--- src/rtl/sim_mem_arbiter_if.sv ---
// sim_mem_arbiter_if: channel command/response bundle plus the RAMHelper-style RAM port.
interface sim_mem_arbiter_if #(
   parameter int NUM_CH = 2,
   parameter int ADDR_W = 64,
   parameter int DATA_W = 64,
   parameter int IDX_W  = 28
);
   logic [NUM_CH-1:0]          ch_cmd_valid;
   logic [NUM_CH-1:0]          ch_cmd_ready;
   logic [NUM_CH*ADDR_W-1:0]   ch_cmd_addr;
   logic [NUM_CH-1:0]          ch_cmd_wen;
   logic [NUM_CH*DATA_W-1:0]   ch_cmd_wdata;
   logic [NUM_CH*DATA_W/8-1:0] ch_cmd_wstrb;
   logic [NUM_CH-1:0]          ch_rsp_valid;
   logic [NUM_CH*DATA_W-1:0]   ch_rsp_data;
   logic [NUM_CH-1:0]          ch_rsp_err;
   logic                       ram_en;
   logic [IDX_W-1:0]           ram_ridx;
   logic [DATA_W-1:0]          ram_rdata;
   logic [IDX_W-1:0]           ram_widx;
   logic [DATA_W-1:0]          ram_wdata;
   logic [DATA_W-1:0]          ram_wmask;
   logic                       ram_wen;

   modport master (
      output ch_cmd_valid, ch_cmd_addr, ch_cmd_wen, ch_cmd_wdata, ch_cmd_wstrb, ram_rdata,
      input  ch_cmd_ready, ch_rsp_valid, ch_rsp_data, ch_rsp_err,
      input  ram_en, ram_ridx, ram_widx, ram_wdata, ram_wmask, ram_wen
   );

   modport slave (
      input  ch_cmd_valid, ch_cmd_addr, ch_cmd_wen, ch_cmd_wdata, ch_cmd_wstrb, ram_rdata,
      output ch_cmd_ready, ch_rsp_valid, ch_rsp_data, ch_rsp_err,
      output ram_en, ram_ridx, ram_widx, ram_wdata, ram_wmask, ram_wen
   );
endinterface

--- src/rtl/sim_mem_arbiter.sv ---
// sim_mem_arbiter: round-robin arbiter of NUM_CH cache command channels onto one RAMHelper-style port.
module sim_mem_arbiter #(
   parameter int          NUM_CH     = 2,
   parameter int          ADDR_W     = 64,
   parameter int          DATA_W     = 64,
   parameter logic [63:0] BASE_ADDR  = 64'h8000_0000,
   parameter int          IDX_W      = 28,
   parameter int          RD_LATENCY = 1
) (
   input  logic             clock,
   input  logic             reset_n,
   input  logic             stall,
   sim_mem_arbiter_if.slave bus,
   output logic [31:0]      grant_cnt,
   output logic [31:0]      err_cnt
);
   localparam int BW = DATA_W / 8;
   localparam int SH = $clog2(BW);
   localparam int CW = NUM_CH > 1 ? $clog2(NUM_CH) : 1;
   localparam logic [ADDR_W-1:0] BASE = ADDR_W'(BASE_ADDR);

   typedef struct packed {
      logic              v;
      logic [CW-1:0]     ch;
      logic              err;
      logic [DATA_W-1:0] data;
   } ent_t;

   logic [CW-1:0]     ptr, g, c;
   logic              gnt, err, wen;
   logic [ADDR_W-1:0] addr, off;
   logic [IDX_W-1:0]  idx;
   logic [DATA_W-1:0] wdata, mask;
   logic [BW-1:0]     strb;
   ent_t              pipe [RD_LATENCY];
   ent_t              tail;

   always_comb begin
      gnt = 1'b0;
      g = '0;
      c = '0;
      // Scan downward so the lowest offset from ptr is the last (winning) assignment.
      for (int k = NUM_CH - 1; k >= 0; k--) begin
         c = CW'((int'(ptr) + k) % NUM_CH);
         if (bus.ch_cmd_valid[c]) begin
            gnt = 1'b1;
            g = c;
         end
      end
      gnt = gnt & ~stall & reset_n;
      addr = '0;
      wen = 1'b0;
      wdata = '0;
      strb = '0;
      bus.ch_cmd_ready = '0;
      for (int i = 0; i < NUM_CH; i++)
         if (CW'(i) == g) begin
            addr = bus.ch_cmd_addr[i*ADDR_W +: ADDR_W];
            wen = bus.ch_cmd_wen[i];
            wdata = bus.ch_cmd_wdata[i*DATA_W +: DATA_W];
            strb = bus.ch_cmd_wstrb[i*BW +: BW];
            bus.ch_cmd_ready[i] = gnt;
         end
      off = addr - BASE;
      err = addr < BASE || |(off >> (IDX_W + SH));
      idx = IDX_W'(off >> SH);
      mask = '0;
      for (int b = 0; b < BW; b++)
         mask[b*8 +: 8] = {8{strb[b]}};
      bus.ram_en = gnt & ~err;
      bus.ram_wen = gnt & wen & ~err;
      bus.ram_ridx = gnt ? idx : '0;
      bus.ram_widx = gnt ? idx : '0;
      bus.ram_wdata = gnt ? wdata : '0;
      bus.ram_wmask = gnt ? mask : '0;
      tail.v = gnt & ~wen;
      tail.ch = g;
      tail.err = err;
      tail.data = err ? '0 : bus.ram_rdata;
   end

   always_comb begin
      bus.ch_rsp_valid = '0;
      bus.ch_rsp_err = '0;
      bus.ch_rsp_data = '0;
      for (int i = 0; i < NUM_CH; i++)
         if (pipe[RD_LATENCY-1].v && pipe[RD_LATENCY-1].ch == CW'(i)) begin
            bus.ch_rsp_valid[i] = 1'b1;
            bus.ch_rsp_err[i] = pipe[RD_LATENCY-1].err;
            bus.ch_rsp_data[i*DATA_W +: DATA_W] = pipe[RD_LATENCY-1].data;
         end
   end

   always_ff @(posedge clock or negedge reset_n)
      if (!reset_n) begin
         ptr <= '0;
         grant_cnt <= '0;
         err_cnt <= '0;
         for (int s = 0; s < RD_LATENCY; s++)
            pipe[s] <= '0;
      end else begin
         if (gnt) begin
            ptr <= int'(g) == NUM_CH - 1 ? '0 : g + 1'b1;
            grant_cnt <= grant_cnt + 1'b1;
            err_cnt <= err_cnt + 32'(err);
         end
         pipe[0] <= tail;
         for (int s = 1; s < RD_LATENCY; s++)
            pipe[s] <= pipe[s-1];
      end
endmodule
--- src/flat_wrapper.sv ---
// flat-port wrapper written by rule: the top's interface ports become plain ports
module sim_mem_arbiter_flat 
#(
   parameter int          NUM_CH     = 2,
   parameter int          ADDR_W     = 64,
   parameter int          DATA_W     = 64,
   parameter logic [63:0] BASE_ADDR  = 64'h8000_0000,
   parameter int          IDX_W      = 28,
   parameter int          RD_LATENCY = 1
)
  (clock, reset_n, stall, grant_cnt, err_cnt, bus_ch_cmd_valid, bus_ch_cmd_addr, bus_ch_cmd_wen, bus_ch_cmd_wdata, bus_ch_cmd_wstrb, bus_ram_rdata, bus_ch_cmd_ready, bus_ch_rsp_valid, bus_ch_rsp_data, bus_ch_rsp_err, bus_ram_en, bus_ram_ridx, bus_ram_widx, bus_ram_wdata, bus_ram_wmask, bus_ram_wen);
  sim_mem_arbiter_if #(.NUM_CH(NUM_CH), .ADDR_W(ADDR_W), .DATA_W(DATA_W), .IDX_W(IDX_W)) bus_i ();
  input  logic clock;
  input  logic reset_n;
  input  logic stall;
  output logic [31:0] grant_cnt;
  output logic [31:0] err_cnt;
  input wire logic [$bits(bus_i.ch_cmd_valid)-1:0] bus_ch_cmd_valid;
  input wire logic [$bits(bus_i.ch_cmd_addr)-1:0] bus_ch_cmd_addr;
  input wire logic [$bits(bus_i.ch_cmd_wen)-1:0] bus_ch_cmd_wen;
  input wire logic [$bits(bus_i.ch_cmd_wdata)-1:0] bus_ch_cmd_wdata;
  input wire logic [$bits(bus_i.ch_cmd_wstrb)-1:0] bus_ch_cmd_wstrb;
  input wire logic [$bits(bus_i.ram_rdata)-1:0] bus_ram_rdata;
  output wire logic [$bits(bus_i.ch_cmd_ready)-1:0] bus_ch_cmd_ready;
  output wire logic [$bits(bus_i.ch_rsp_valid)-1:0] bus_ch_rsp_valid;
  output wire logic [$bits(bus_i.ch_rsp_data)-1:0] bus_ch_rsp_data;
  output wire logic [$bits(bus_i.ch_rsp_err)-1:0] bus_ch_rsp_err;
  output wire logic [$bits(bus_i.ram_en)-1:0] bus_ram_en;
  output wire logic [$bits(bus_i.ram_ridx)-1:0] bus_ram_ridx;
  output wire logic [$bits(bus_i.ram_widx)-1:0] bus_ram_widx;
  output wire logic [$bits(bus_i.ram_wdata)-1:0] bus_ram_wdata;
  output wire logic [$bits(bus_i.ram_wmask)-1:0] bus_ram_wmask;
  output wire logic [$bits(bus_i.ram_wen)-1:0] bus_ram_wen;
  assign bus_i.ch_cmd_valid = bus_ch_cmd_valid;
  assign bus_i.ch_cmd_addr = bus_ch_cmd_addr;
  assign bus_i.ch_cmd_wen = bus_ch_cmd_wen;
  assign bus_i.ch_cmd_wdata = bus_ch_cmd_wdata;
  assign bus_i.ch_cmd_wstrb = bus_ch_cmd_wstrb;
  assign bus_i.ram_rdata = bus_ram_rdata;
  assign bus_ch_cmd_ready = bus_i.ch_cmd_ready;
  assign bus_ch_rsp_valid = bus_i.ch_rsp_valid;
  assign bus_ch_rsp_data = bus_i.ch_rsp_data;
  assign bus_ch_rsp_err = bus_i.ch_rsp_err;
  assign bus_ram_en = bus_i.ram_en;
  assign bus_ram_ridx = bus_i.ram_ridx;
  assign bus_ram_widx = bus_i.ram_widx;
  assign bus_ram_wdata = bus_i.ram_wdata;
  assign bus_ram_wmask = bus_i.ram_wmask;
  assign bus_ram_wen = bus_i.ram_wen;
  sim_mem_arbiter #(.NUM_CH(NUM_CH), .ADDR_W(ADDR_W), .DATA_W(DATA_W), .BASE_ADDR(BASE_ADDR), .IDX_W(IDX_W), .RD_LATENCY(RD_LATENCY)) u_core (.clock(clock), .reset_n(reset_n), .stall(stall), .bus(bus_i), .grant_cnt(grant_cnt), .err_cnt(err_cnt));
endmodule
--- config.mk ---
export PLATFORM = sky130hd
export DESIGN_NAME = sim_mem_arbiter_flat
export DESIGN_NICKNAME = d
export VERILOG_FILES = /design/src/rtl/sim_mem_arbiter_if.sv /design/src/rtl/sim_mem_arbiter.sv /design/src/flat_wrapper.sv
export SDC_FILE = /design/constraint.sdc
export NUM_CORES = 1
export LEC_CHECK = 0
export ABC_AREA = 0
export CORE_AREA = 2 2 284 286
export CTS_BUF_LIST = sky130_fd_sc_hd__clkbuf_8
export DETAILED_ROUTE_END_ITERATION = 12
export DIE_AREA = 0 0 286 288
export DONT_BUFFER_PORTS = 1
export GPL_TIMING_DRIVEN = 0
export HOLD_SLACK_MARGIN = 0.02
export PLACE_DENSITY = 0.35
export SYNTH_ARGS = -nofsm -noshare
export SYNTH_HDL_FRONTEND = slang
export SYNTH_SLANG_ARGS = --single-unit
--- constraint.sdc ---
create_clock -name clock -period 7.9 [get_ports clock]
set_input_delay 1.58 -clock clock [delete_from_list [all_inputs] [get_ports clock]]
set_output_delay 1.58 -clock clock [all_outputs]
set_load 0.01 [all_outputs]
# Word-level counts from Yosys, hierarchy flattened
# Cells that the tools add are included.
[word_totals] register_bits=132
[op_classes] n_addsub=5 magnitude_cmp=3 muxes=25 bitwise_logic=10 n_reduce_logical=4
[ops] operator="64-bit two-way mux" count=7
[ops] operator="64-bit by 32-bit less-than comparator with 1-bit output (second input constant)" count=1
[ops] operator="64-bit by 32-bit subtractor with 64-bit output (second input constant)" count=1
[ops] operator="33-bit OR reduction" count=1
[ops] operator="32-bit by 1-bit adder with 32-bit output" count=1
[ops] operator="32-bit by 1-bit adder with 32-bit output (second input constant)" count=1
[ops] operator="28-bit two-way mux" count=1
[ops] operator="1-bit two-way mux" count=16
[ops] operator="8-bit two-way mux" count=1
[ops] operator="1-bit AND" count=6
[ops] operator="1-bit by 2-bit less-than comparator with 1-bit output (second input constant)" count=2
[ops] operator="1-bit inverter" count=4
[ops] operator="1-bit adder (second input constant)" count=2
[ops] operator="1-bit logical AND" count=2
[ops] operator="1-bit logical OR" count=1

# Longest topological paths before layout
# Gate-level depths: netlist of the first run.
[logic_depth] depth_word=11 depth_mapped=18

# Worst setup path after synthesis of the first run
# Ideal clock, no wire load.
[synth_timing] path_kind="input to output" from="input port bus_ch_cmd_addr[48]" to="output port bus_ram_en" t_arrival_ns=4.041 slack_ns=2.279 path_stages=8 path_cell_list="or4_1 > or4_4 > a2111oi_2 > a21oi_1 > a2111oi_2 > nand4_1 > buf_4 > nor4_1"
[synth_between] elab_chain_len=6 word_cells_on_any_way=7 cone_classes="add/sub (1); order compare (1); mux (1); bitwise (2); reduce/logical (2)"
[synth_rtl] item="from (decl)" line_no="flat_wrapper.sv:19" text="input wire logic [$bits(bus_i.ch_cmd_addr)-1:0] bus_ch_cmd_addr;"
[synth_rtl] item="64-bit two-way mux *" line_no="sim_mem_arbiter.sv:57" text="if (CW'(i) == g) begin"
[synth_rtl] item="64-bit by 32-bit subtractor with 64-bit output" line_no="sim_mem_arbiter.sv:64" text="off = addr - BASE;"
[synth_rtl] item="33-bit OR reduction" line_no="sim_mem_arbiter.sv:65" text="err = addr < BASE || |(off >> (IDX_W + SH));"
[synth_rtl] item="1-bit logical OR *" line_no="sim_mem_arbiter.sv:65"
[synth_rtl] item="1-bit inverter *" line_no="sim_mem_arbiter.sv:70" text="bus.ram_en = gnt & ~err;"
[synth_rtl] item="1-bit AND *" line_no="sim_mem_arbiter.sv:70"
[synth_rtl] item="to (decl)" line_no="flat_wrapper.sv:28" text="output wire logic [$bits(bus_i.ram_en)-1:0] bus_ram_en;"
# Mark *: on every way between the ends. The rest lies on a longest branch, timed or not.

# Final worst setup path of the first run
[layout_timing] from="input port bus_ch_cmd_valid[0]" to="output port bus_ram_wen"
[layout_between] elab_chain_len=10 word_cells_on_any_way=19 cone_classes="add/sub (1); order compare (1); mux (10); bitwise (5); reduce/logical (2)"
[layout_rtl] item="from (decl)" line_no="flat_wrapper.sv:18" text="input wire logic [$bits(bus_i.ch_cmd_valid)-1:0] bus_ch_cmd_valid;"
[layout_rtl] item="1-bit two-way mux (implied by the code) (2 in series)" line_no="sim_mem_arbiter.sv:45" text="if (bus.ch_cmd_valid[c]) begin"
[layout_rtl] item="1-bit two-way mux (2 in series)" line_no="sim_mem_arbiter.sv:45"
[layout_rtl] item="64-bit two-way mux" line_no="sim_mem_arbiter.sv:57"
[layout_rtl] item="64-bit by 32-bit subtractor with 64-bit output" line_no="sim_mem_arbiter.sv:64"
[layout_rtl] item="33-bit OR reduction" line_no="sim_mem_arbiter.sv:65"
[layout_rtl] item="1-bit logical OR" line_no="sim_mem_arbiter.sv:65"
[layout_rtl] item="1-bit inverter" line_no="sim_mem_arbiter.sv:71" text="bus.ram_wen = gnt & wen & ~err;"
[layout_rtl] item="1-bit AND *" line_no="sim_mem_arbiter.sv:71"
[layout_rtl] item="to (decl)" line_no="flat_wrapper.sv:33" text="output wire logic [$bits(bus_i.ram_wen)-1:0] bus_ram_wen;"
# Mark *: on every way between the ends. The rest lies on a longest branch, timed or not. The select of a mux whose other input is x is not followed.

==> results of run 1 <==
[cell type report]
cell class              instances  area [sq um]  share of cell area, %
clock buffers                  17         234.0                  2.164
multi-input cells             674          4664                  43.14
plain buffers                 170          1010                  9.339
inverters                       7         26.28                 0.2430
flip-flops and latches        132          3303                  30.55
repair buffers                  3         33.78                 0.3125
diodes                         16         40.04                 0.3703
well taps                    1060          1326                  12.27
clock inverters                15         173.9                  1.609
[worst paths after layout]
check / endpoint / from / cells after the start / slack (ps)
setup / recovery: bus_ram_wen / bus_ch_cmd_valid[0] / 10 / 1010
hold / removal: u_core.err_cnt[31] / u_core.err_cnt[31] / 1 / 550
setup reg to reg: u_core.err_cnt[24] / u_core.ptr / 17 / 2340
hold reg to reg: u_core.err_cnt[31] / u_core.err_cnt[31] / 1 / 550
max in group asynchronous: u_core.pipe[20] / reset_n / 0 / 6870
min in group asynchronous: u_core.err_cnt[0] / reset_n / 0 / 770
[synth_stat cells, types with 2 or more instances]
| master | count | share of area, % |
|---|---|---|
| nand4b_1 | 2 | 0.19 |
| o21ai_0 | 72 | 4.0 |
| ha_1 | 3 | 0.42 |
| clkbuf_1 | 67 | 2.8 |
| nor2_1 | 41 | 1.7 |
| inv_1 | 5 | 0.21 |
| or4_1 | 7 | 0.58 |
| dfrtp_1 | 132 | 37 |
| xor2_1 | 12 | 1.2 |
| buf_1 | 6 | 0.25 |
| mux2i_1 | 5 | 0.56 |
| or3_1 | 3 | 0.21 |
| and4_1 | 3 | 0.29 |
| a21oi_1 | 6 | 0.33 |
| nor2b_1 | 4 | 0.28 |
| nand4_1 | 12 | 0.84 |
| and2_1 | 68 | 4.7 |
| or2_2 | 2 | 0.14 |
| o211ai_1 | 5 | 0.42 |
| xnor2_1 | 50 | 4.9 |
| nand2_1 | 50 | 2.1 |
| a32oi_1 | 2 | 0.19 |
| nor4_2 | 41 | 5.7 |
| nand3_1 | 21 | 1.2 |
| inv_2 | 2 | 0.084 |
| buf_2 | 3 | 0.17 |
| and3_1 | 79 | 5.5 |
| nand3b_1 | 3 | 0.25 |
| nor4_1 | 38 | 2.6 |
| buf_6 | 4 | 0.50 |
| nor3_1 | 15 | 0.84 |
| a22o_1 | 100 | 9.7 |
| a31oi_1 | 2 | 0.14 |
| o21ai_1 | 5 | 0.28 |
| a2111oi_2 | 2 | 0.33 |
| buf_4 | 90 | 7.5 |
| nand2b_1 | 4 | 0.28 |
| nor3b_1 | 3 | 0.25 |
| o41a_1 | 2 | 0.25 |
[per-layer routing]
metal,track usage (%),part of all wire (%),up-vias,wire [um]
met4,6.754,4.8,4,2594
li1,-,-,3563,-
met3,3.764,7.5,76,4044
met2,22.37,52,439,28150
met1,13.22,36,3994,19330
met5,0,0.050,-,27
[logic make-up after synthesis]
family | after synthesis | share of synthesized area [%]
XOR/XNOR | 62 | 6.040
AO/OA/AOI/OAI | 205 | 16.66
buffers and inverters | 177 | 11.52
adder cells (fa/ha/maj) | 3 | 0.4176
AND/OR/NAND/NOR | 399 | 28.06
flip-flops | 132 | 36.74
multiplexers | 5 | 0.5567
[sequential cells by signal, indices dropped and copies added (netlist names)]
name              count
u_core.pipe          67
u_core.ptr            1
u_core.grant_cnt     32
u_core.err_cnt       32
[power by group through the flow]
stage,sequential (uW),combinational [uW],clock [uW]
after global placement,773,307,0
final,759,304,616
after detailed placement,774,310,0
after CTS,761,311,655
after global routing,766,331,678
after floorplan,749,211,0
[stage by stage]
step | setup slack (ps) | cells | util (%) | instance area, sq um | power [uW]
2_1_floorplan | 2279 | 983 | - | 8990 | 960.5
3_3_place_gp | -988.2 | 2043 | 12.95 | 10320 | 1080
3_5_place_dp | 703.6 | 2046 | 13.01 | 10360 | 1084
4_1_cts | 778.9 | 2078 | 13.53 | 10770 | 1726
5_1_grt | 550.6 | 2091 | 13.57 | 10800 | 1775
6_report | 1011 | 2094 | 13.58 | 10810 | 1679
[critical path, delay by kind of cell]
family,cells,cell delay [ps]
compound gates,2,570
simple gates,4,1480
buf+inv,4,1650
==> results.toml, run 1 <==
[synth]
syn_area_per_cell_sq_um = 9.145
yosysWarnings = 0
synthFlopType = "dfrtp_1"
ys_async_sr_fraction_pct = 100.0
synth_enable_flop_cells = 0
ys_ff_latch = 132
synth-seq-area-share_pct = 36.74
netlist_area_sq_mm = 0.008990
synth_cells = 983
synth_nets = 1329
yosysUniqueCellTypes = 51

[clocking]
cts_hold_buf = 0
cts_tree = "yes"
post_cts_buffers = 0
path_clk_slew_ps = 110
cts.htree.levels = 4
cts_made_buffers = 17
clkLatencyLatePin_ps = 510
cts_num_sinks = 132
cts-resized-gates = 0
clock_path_buffers = 2
root_buffer = "clkbuf_8"

[die]
die_y_um = 288
pin_count = 727
coreArea_sq_mm = 0.07964
die_x_um = 286
die-area_sq_mm = 0.08237
row_count = 104
initial_core_util_pct = 11.29

[global_routing]
grt_overflow = 0
grt_max_degree = 135
grt_pass1_vias = 8083
track_usage_pct = 12.54
grt_pass1_wl_um = 70840
antenna_found_initial = 17

[routing]
firstDrtPassIters = 5
antenna_left = 0
avgRoutedWirePerCell_um = 25.86
route.detailed.drc = 0
routed_wl_um = 54150
dr.first_iter.drc_count = 453
vias = 8076
drt-vias-per-instance = 3.857

[layout]
layout-drive-gt1-share_pct = 18.27
nets = 1351
fillers = 9108
layout_common_cells = "132 x dfrtp_1, 100 x a22o_1, 91 x buf_4"
syn2layout_area_growth_pct = 20.26
final_common_cell = "dfrtp_1"

[sta]
finalSetupTns_ps = 0
relSlewSlack_pct = 18.39
finalMaxSlewViolations = 0
hold_viol = 0
finalSetupViolCount = 0
max_freq_mhz = 145.2
finalCritPeriodShare_pct = 87.20
period_needed_ps = 6889
rsz0062_at_grt = "false"
worstMarginPinSlew_ps = 1224
holdWs_ps = 551.9
finClkSkew_ps = 22.16

[critical_path]
startpoint_type = "input port"
max_stage_delay_ps = 800
path_class = "in -> out"
slowest_stage = "nor4_1"
worstPathMaxFanout = 11
cp_cell_sequence = "nand2b_1 -> clkbuf_1 -> nand2_1 -> buf_1 -> buf_2 -> a21oi_1 -> a2111oi_2 -> nand4_1 -> buf_4 -> nor4_1"
required_ps = 6320
crit_path_end_kind = "output port"
crit_arrival_ps = 5310

[pwr]
ir_worst_vdd_mv = 0.09242
intPower_uw = 1067
pwr-share-clk_pct = 36.7
share_comb_of_total_power_pct = 18.1
pwr-share-seq_pct = 45.2
leakagePower_uw = 0.004236
power_density_mw_per_mm2 = 155.3
power_switching_uw = 612.0
p_sw_share_pct = 36.45

[outcome]
status = "finished, final reports clean"

[min_path]
hp-class = "reg -> reg"

[placement]
place_hpwl_um = 46440
numPortBuffers = 0
gp_congestion = 0.9778

[flow_run]
drv_cap = 0
Note: power is estimated with default switching activity, not from simulation.
==> run 2: changes to the inputs <==
- GPL_TIMING_DRIVEN: 0 -> unset
==> run 2 against run 1 <==
Effect of this change:
- global-route usage shrank 1.4 points
- cell count shrank 7.5%
- flip-flop and latch count is the same
- design area shrank 8.2%
- fmax grew 5.9%
- first-iteration DRC count shrank 28%
- count of clock-buffer cells in the layout is the same
- setup slack gained 390 ps
==> results.toml, run 2 (same netlist as run 1, synthesis figures left out) <==
[sta]
holdWs_ps = 547.9
finalCritPeriodShare_pct = 82.31
rsz0062_at_grt = "false"
finalSetupTns_ps = 0
worstMarginPinSlew_ps = 1131
finClkSkew_ps = 21.32
finalMaxSlewViolations = 0
worst_slack_ps = 1397
period_needed_ps = 6503
relSlewSlack_pct = 24.61
finalSetupViolCount = 0
hold_viol = 0
max_freq_mhz = 153.8

[layout]
syn2layout_area_growth_pct = 10.35
regMostFlops = "u_core.pipe"
reg_top3 = "u_core.pipe (67), u_core.err_cnt (32), u_core.grant_cnt (32)"
final_common_cell = "dfrtp_1"
instances_no_fill = 1937
layout_common_cells = "130 x dfrtp_1, 100 x a22o_1, 79 x and3_1"
regArea_sq_mm = 0.003306
multi_input_area_sq_mm = 0.004708
nets = 1201
fillers = 9136
largest_register_ffs = 67
layout-drive-gt1-share_pct = 13.13

[global_routing]
antenna_found_initial = 9
grt_overflow = 0
grt_pass1_wl_um = 63070
grt_pass1_vias = 7246
track_usage_pct = 11.10
grt_max_degree = 135

[critical_path]
rrSetupSlack_ps = 2810
crit_arrival_ps = 4920
worstPathMaxFanout = 26
required_ps = 6320
path_class = "in -> out"
startpoint_type = "input port"
crit_path_end_kind = "output port"

[die]
initial_core_util_pct = 11.29
coreArea_sq_mm = 0.07964
pin_count = 727
row_count = 104
die_x_um = 286
die_y_um = 288
die-area_sq_mm = 0.08237

[placement]
place_hpwl_um = 39760
numPortBuffers = 0
dp.cells = 1896
gp_congestion = 0.9842
dpl_worst_slack_ps = 1341

[clocking]
clock_path_buffers = 2
path_clk_slew_ps = 80
cts_tree = "yes"
cts-resized-gates = 0
clkLatencyLatePin_ps = 520
post_cts_buffers = 0
root_buffer = "clkbuf_8"
cts_hold_buf = 0
cts.htree.levels = 4
cts_made_buffers = 17
cts_num_sinks = 132

[routing]
vias = 7437
antenna_left = 0
routed_wl_um = 48250
avgRoutedWirePerCell_um = 24.91
firstDrtPassIters = 4
route.detailed.drc = 0
drt-vias-per-instance = 3.839
dr.first_iter.drc_count = 327

[min_path]
hp-class = "reg -> reg"

[pwr]
ir_worst_vdd_mv = 0.08048
power_density_mw_per_mm2 = 158.6
leakagePower_uw = 0.003717

[flow_run]
drv_cap = 0

[outcome]
status = "finished, final reports clean"
==> run 2: cell count changes in the layout (fill, tap and decap cells not counted), moves of 3 or more <==
cell | previous run | this run
buf_1 | 6 | 0
inv_8 | 6 | 0
buf_6 | 5 | 0
clkbuf_1 | 67 | 0
clkinv_4 | 1 | 4
buf_2 | 3 | 0
diode_2 | 16 | 9
buf_4 | 91 | 23
nor2_1 | 41 | 38
==> run 2: through the flow <==
stage / util, % / power, uW / instance area, sq um
after floorplan: - / 960.5 / 8990
after detailed placement: 11.98 / 1036 / 9539
final: 12.46 / 1573 / 9921
after global placement: 11.98 / 1033 / 9539
after CTS: 12.43 / 1620 / 9898
after global routing: 12.45 / 1661 / 9913
==> run 2: final timing paths <==
kind / from / end / cells past startpoint
hold / removal: u_core.err_cnt[31] / u_core.err_cnt[31] / 1
hold reg to reg: u_core.err_cnt[31] / u_core.err_cnt[31] / 1
setup / recovery: bus_ch_cmd_addr[100] / bus_ram_en / 10
min in group asynchronous: reset_n / u_core.grant_cnt[28] / 0
max in group asynchronous: reset_n / u_core.pipe[65] / 0
setup reg to reg: u_core.ptr / u_core.err_cnt[26] / 16
==> run 2: cell type report <==
| cell class | instances | area share [%] |
|---|---|---|
| sequential | 132 | 33.32 |
| clock inverter | 15 | 1.261 |
| timing repair buffer | 23 | 1.740 |
| inverter | 7 | 0.2649 |
| tap | 1060 | 13.37 |
| clock buffer | 17 | 2.358 |
| multi-input combinational | 674 | 47.46 |
| antenna | 9 | 0.2270 |
==> run 2: per-layer routing <==
metal | vias up | wire (um) | track usage (%)
li1 | 3253 | - | -
met1 | 3702 | 17760 | 11.89
met2 | 427 | 25050 | 19.75
met3 | 49 | 4186 | 4.120
met4 | 6 | 1205 | 4.319
met5 | - | 41 | 0
==> run 2: worst max-delay path, cell delays in order <==
cell and delay [ps]:
nor3_1 640, buf_4 270, nand2_1 110, nor4_2 620
o21ai_1 300, a2111oi_2 350, nand4_1 180, buf_4 270
nor4_1 370, buf_4 210
==> run 2: where the power goes <==
group	switching [uW]	leakage, uW	internal (uW)
Clock	335	0.000186	224
Sequential	63.1	0.00180	699
Combinational	181	0.00173	71.5
Total	579	0.00372	994
